[src/rtl/bank_rotate_ctrl.sv]
// Round-robin bank sequencer between the DRAM loader and the PE array.
// Tracks per-bank full flags and drives the router bank select and beat address.
module bank_rotate_ctrl #(
  parameter int unsigned POY = 3,
  parameter int unsigned LW  = 8,
  parameter int unsigned TW  = 16
) (
  input  logic           clk,
  input  logic           rst,
  input  logic           start,
  input  logic [LW-1:0]  cfg_len,
  input  logic [TW-1:0]  cfg_tiles,
  output logic           busy,
  output logic           done,
  output logic [1:0]     wr_bank,
  output logic           wr_ready,
  input  logic           wr_done,
  output logic [1:0]     rd_bank,
  output logic [LW-1:0]  rd_addr,
  output logic           rd_valid,
  input  logic           rd_ready,
  output logic           rd_last,
  output logic [POY-1:0] full_mask,
  output logic           err
);

  localparam logic [1:0] LAST_BANK = 2'(POY - 1);

  typedef enum logic [1:0] {
    ST_IDLE = 2'd0,
    ST_RUN  = 2'd1,
    ST_FIN  = 2'd2
  } state_e;

  state_e         state_q, state_d;
  logic [LW-1:0]  len_q, len_d;
  logic [LW-1:0]  rd_addr_q, rd_addr_d;
  logic [TW-1:0]  tiles_q, tiles_d;
  logic [TW-1:0]  wr_cnt_q, wr_cnt_d;
  logic [TW-1:0]  rd_cnt_q, rd_cnt_d;
  logic [1:0]     wr_bank_q, wr_bank_d;
  logic [1:0]     rd_bank_q, rd_bank_d;
  logic [POY-1:0] full_q, full_d;
  logic           err_q, err_d;
  logic           busy_q, busy_d;
  logic           done_q, done_d;
  logic           run;
  logic           wr_fire;
  logic           rd_fire;

  function automatic logic [1:0] next_bank(input logic [1:0] b);
    return (b == LAST_BANK) ? 2'd0 : b + 2'd1;
  endfunction

  assign run = (state_q == ST_RUN);

  // State and datapath registers
  always_ff @(posedge clk or posedge rst) begin
    if (rst) begin
      state_q   <= ST_IDLE;
      len_q     <= LW'(1);
      tiles_q   <= '0;
      wr_cnt_q  <= '0;
      rd_cnt_q  <= '0;
      wr_bank_q <= 2'd0;
      rd_bank_q <= 2'd0;
      rd_addr_q <= '0;
      full_q    <= '0;
      err_q     <= 1'b0;
      busy_q    <= 1'b0;
      done_q    <= 1'b0;
    end else begin
      state_q   <= state_d;
      len_q     <= len_d;
      tiles_q   <= tiles_d;
      wr_cnt_q  <= wr_cnt_d;
      rd_cnt_q  <= rd_cnt_d;
      wr_bank_q <= wr_bank_d;
      rd_bank_q <= rd_bank_d;
      rd_addr_q <= rd_addr_d;
      full_q    <= full_d;
      err_q     <= err_d;
      busy_q    <= busy_d;
      done_q    <= done_d;
    end
  end

  // Next-state logic; fill and drain may land in the same cycle on different banks
  always_comb begin
    state_d   = state_q;
    len_d     = len_q;
    tiles_d   = tiles_q;
    wr_cnt_d  = wr_cnt_q;
    rd_cnt_d  = rd_cnt_q;
    wr_bank_d = wr_bank_q;
    rd_bank_d = rd_bank_q;
    rd_addr_d = rd_addr_q;
    full_d    = full_q;
    err_d     = err_q;

    wr_ready = run & ~full_q[wr_bank_q] & (wr_cnt_q < tiles_q);
    rd_valid = run & full_q[rd_bank_q];
    rd_last  = rd_valid & (rd_addr_q == (len_q - LW'(1)));
    wr_fire  = wr_done & wr_ready;
    rd_fire  = rd_valid & rd_ready;

    case (state_q)
      ST_IDLE: begin
        if (start) begin
          len_d     = (cfg_len == '0) ? LW'(1) : cfg_len;
          tiles_d   = cfg_tiles;
          wr_cnt_d  = '0;
          rd_cnt_d  = '0;
          wr_bank_d = 2'd0;
          rd_bank_d = 2'd0;
          rd_addr_d = '0;
          full_d    = '0;
          state_d   = (cfg_tiles == '0) ? ST_FIN : ST_RUN;
        end
      end
      ST_RUN: begin
        if (wr_fire) begin
          full_d[wr_bank_q] = 1'b1;
          wr_bank_d         = next_bank(wr_bank_q);
          wr_cnt_d          = wr_cnt_q + TW'(1);
        end
        if (rd_fire) begin
          if (rd_last) begin
            full_d[rd_bank_q] = 1'b0;
            rd_addr_d         = '0;
            rd_bank_d         = next_bank(rd_bank_q);
            rd_cnt_d          = rd_cnt_q + TW'(1);
          end else begin
            rd_addr_d = rd_addr_q + LW'(1);
          end
        end
        if (rd_cnt_d == tiles_q) begin
          state_d = ST_FIN;
        end
      end
      ST_FIN: begin
        state_d = ST_IDLE;
      end
      default: begin
        state_d = ST_IDLE;
      end
    endcase

    if (wr_done && !wr_ready) begin
      err_d = 1'b1;
    end

    busy_d = (state_d != ST_IDLE);
    done_d = (state_d == ST_FIN);
  end

  assign busy      = busy_q;
  assign done      = done_q;
  assign wr_bank   = wr_bank_q;
  assign rd_bank   = rd_bank_q;
  assign rd_addr   = rd_addr_q;
  assign full_mask = full_q;
  assign err       = err_q;

endmodule

[config.mk]
export PLATFORM = sky130hd
export DESIGN_NAME = bank_rotate_ctrl
export DESIGN_NICKNAME = d
export VERILOG_FILES = /design/src/rtl/bank_rotate_ctrl.sv
export SDC_FILE = /design/constraint.sdc
export NUM_CORES = 1
export LEC_CHECK = 0
export CAP_MARGIN = 20
export CORE_MARGIN = 2
export CORE_UTILIZATION = 45
export CTS_CLUSTER_SIZE = 8
export DETAILED_ROUTE_END_ITERATION = 6
export PLACE_DENSITY = 0.66
export SLEW_MARGIN = 15
export SYNTH_ARGS = -nofsm -noshare
export SYNTH_HDL_FRONTEND = slang
export SYNTH_SLANG_ARGS = --single-unit
[constraint.sdc]
create_clock -name clk -period 4.6 [get_ports clk]
set_input_delay 0.92 -clock clk [delete_from_list [all_inputs] [get_ports clk]]
set_output_delay 0.92 -clock clk [all_outputs]
set_load 0.05 [all_outputs]
==> flow_metrics.py <==
metrics = {
    "outcome": {
        "outcome": "completed",
    },
    "pwr": {
        "power_density_nw_per_um2": 546,
        "ir_worst_vdd_v": 0.000331,
        "p_leak_nw": 2.36,
    },
    "layout": {
        "antenna_cells": 0,
        "stdcell_count": 742,
        "fin_util_pct": 55.3,
        "syn2layout_area_growth_pct": 18.9,
        "final_nets": 649,
        "multi_input_area_um2": 2730,
        "register_area_um2": 1900,
        "drive_gt1_share_pct": 7.43,
        "nFillCells": 986,
    },
    "timing": {
        "hold_slack_ps": 485,
        "slew_headroom_pct": 31.4,
        "drv_slew": 0,
        "rsz0062_at_grt": "no",
        "tns_ps": 0,
        "clock-skew-final_ps": 11.4,
        "finalSetupViolations": 0,
        "min_period_ps": 4270,
        "worst_slack_ps": 330,
        "tightest_slew_ps": 1020,
        "fin_crit_sh_pct": 92.8,
        "hold_violations": 0,
        "max_freq_mhz": 234,
    },
    "global_routing": {
        "antenna_found_initial": 0,
        "grt_max_degree": 56,
        "grt_pass1_vias": 4242,
        "grt_pass1_wl_um": 21000,
        "grt_overflow": 0,
        "grt_usage_pct": 23.2,
    },
    "worst_setup_path": {
        "setup.worst_path.start_class": "register",
        "arrival_ps": 3350,
        "reg2reg_depth": 11,
        "worst-path-max-fanout": 8,
        "timing.rr.start": "len_q[0]",
        "required_ps": 3680,
        "reg2reg_slack_ps": 1100,
        "crit_path_end_kind": "output port",
        "r2r_end": "done",
        "worst-setup-path-type": "reg2out",
    },
    "placement": {
        "port_buffers": 49,
        "gp_congestion": 0.873,
        "dp_cells": 725,
        "place_ws_ps": 707,
        "dpl.hpwl_um": 9530,
    },
    "synthesis": {
        "synth_nets": 602,
        "synth.avg_cell_area_um2": 8.71,
        "synthAdderAreaFrac_pct": 4.93,
        "ys_async_sr_fraction_pct": 100,
        "synth_area_leaders": "dfrtp_1 (39%), nand2_1 (6.1%), ha_1 (4.9%)",
        "yosysTopAreaCell": "dfrtp_1",
        "synth-simple-area-share_pct": 22.6,
        "synth_cell_type_count": 63,
        "ys_seq_area_share_pct": 39.4,
        "synth_edf_count": 0,
        "synth-compound-area-share_pct": 19.6,
        "synth_xor_area_share_pct": 5.81,
        "synthMuxAreaShare_pct": 3.42,
        "ys.flop_type": "dfrtp_1",
        "synth_area_um2": 4830,
        "synth_top_area_share_pct": 38.9,
        "synthCells": 554,
        "yosys_warnings": 0,
        "synth_top_family_by_area": "simple AND/OR/NAND/NOR gates",
        "ys_ff_latch": 76,
    },
    "clocking": {
        "numCtsBuffers": 9,
        "postCtsSetupRepairBufs": 0,
        "cts-root-buf": "clkbuf_8",
        "cts_resized": 0,
        "htreeDepth": 3,
        "cts_sinks": 76,
        "clk_latency_ps": 360,
        "clkTransAtPathRegs_ps": 90,
        "holdBufCountCts": 0,
        "cts_tree": "built",
        "cts_buffer_depth": 2,
    },
    "die": {
        "io_pins": 50,
        "core.rowCount": 37,
        "die-area_um2": 11600,
        "die_y_um": 108,
        "die_w_um": 108,
        "start_util_pct": 46.5,
        "core_um2": 10400,
    },
    "detailed_routing": {
        "ant_nets": 0,
        "dr.pass1.iters": 5,
        "drc_errors": 0,
        "vias_per_cell": 5.83,
        "wl_per_cell_um": 17.2,
        "routed_wirelength_um": 12800,
        "vias": 4325,
        "drt_iter0_drc": 341,
    },
    "worst_hold_path": {
        "whs_path_depth": 1,
        "hold_end": "err",
        "hold_start": "err",
        "hold_class": "reg2reg",
    },
    "job": {
        "max-cap-violations": 0,
    },
}
## cells in the mapped netlist, types with 3 or more instances
library cell	instances
nand2_1	79
dfrtp_1	75
o21ai_0	44
inv_1	31
a21oi_1	23
nand3_1	22
xnor2_1	22
clkbuf_1	19
ha_1	19
nor2_1	19
nor4_1	19
nand4_1	14
mux2i_1	12
nand2b_1	12
nor3_1	12
xor2_1	10
a21o_1	9
o211ai_1	9
and2_1	7
a211oi_1	6
a31oi_1	6
o21a_1	6
or3_1	6
and3_1	5
or2_2	5
mux2_2	4
nor2b_1	4
a22o_1	3
o21bai_1	3
o22a_1	3
o22ai_1	3
o31a_1	3
o31ai_1	3
## sequential cells by signal (all words and copies together), names as in the netlist
signal     count
tiles_q       16
busy           1
rd_addr        8
wr_cnt_q      16
wr_bank        2
len_q          8
err            1
state_q        2
done           1
rd_bank        2
rd_cnt_q      16
full_mask      3
## final cells by class
class                           count  area share (%)
Clock buffer                       10            2.40
Clock inverter                      6            1.94
Inverter                           31            2.05
Multi-Input combinational cell    425            47.5
Sequential cell                    76            33.2
Tap cell                          136            2.97
Timing Repair Buffer               58            9.95
## how the worst max path moves through the flow
| stage | end | cells past startpoint | start |
|---|---|---|---|
| floorplan | rd_last | 4 | rd_bank[0] |
| global placement | rd_last | 7 | len_q[1] |
| detailed placement | rd_last | 7 | len_q[1] |
| CTS | rd_last | 7 | len_q[1] |
| global route | rd_last | 7 | len_q[0] |
| finish | rd_last | 7 | len_q[1] |
## cells by family after synthesis
group	after synthesis
simple gates	216
compound gates	142
flops	76
buf+inv	53
xor+xnor	32
fa+ha+maj	19
mux	16
## critical path, stage by stage, from the launching register on
cell and delay [ps]:
dfrtp_1 410, inv_1 80, ha_1 190, or3b_1 400, nor4_1 250, o2111ai_2 260, nor4b_1 510, clkdlybuf4s50_1 890
## per-stage QoR
stage / power, mW / cell area [um2]
4_1_cts: 3.13 / 5720
3_3_place_gp: 2.44 / 5470
5_1_grt: 3.35 / 5740
2_1_floorplan: 2.07 / 4830
6_report: 3.13 / 5740
3_5_place_dp: 2.50 / 5470
## where the power goes
| part | switching (mW) | leakage [nW] | internal, mW | total, mW |
|---|---|---|---|---|
| Sequential | 0.240 | 0.986 | 0.848 | 1.09 |
| Combinational | 0.846 | 1.25 | 0.567 | 1.41 |
| Clock | 0.257 | 0.122 | 0.375 | 0.632 |
| Total | 1.34 | 2.36 | 1.79 | 3.13 |
## cells in the final DEF, fill, tap and decap left out, drive strengths merged, types with 4 or more instances in the layout
cell type,n
nand2,79
dfrtp,75
clkdlybuf4s50,49
o21ai,46
inv,30
a21oi,23
xnor2,22
nand3,22
nor4,20
nor2,19
ha,19
nand4,14
nand2b,12
mux2i,12
nor3,12
xor2,10
clkbuf,10
a21o,9
o211ai,9
buf,9
a211oi,8
and2,7
a31oi,6
o21a,6
or3,6
or2,6
and3,5
nor2b,4
mux2,4
## layer usage
metal  track usage [%]  wire length, um  vias to the layer above  part of all wire [%]
li1                  -                -                     2099                     -
met1              31.6             5880                     2119                    46
met2              37.7             6270                       92                    49
met3              4.12              436                       15                   3.4
met4              6.96              189                        0                   1.5
met5                 0                0                        -                     0
Note: power is estimated with default switching activity, not from simulation.
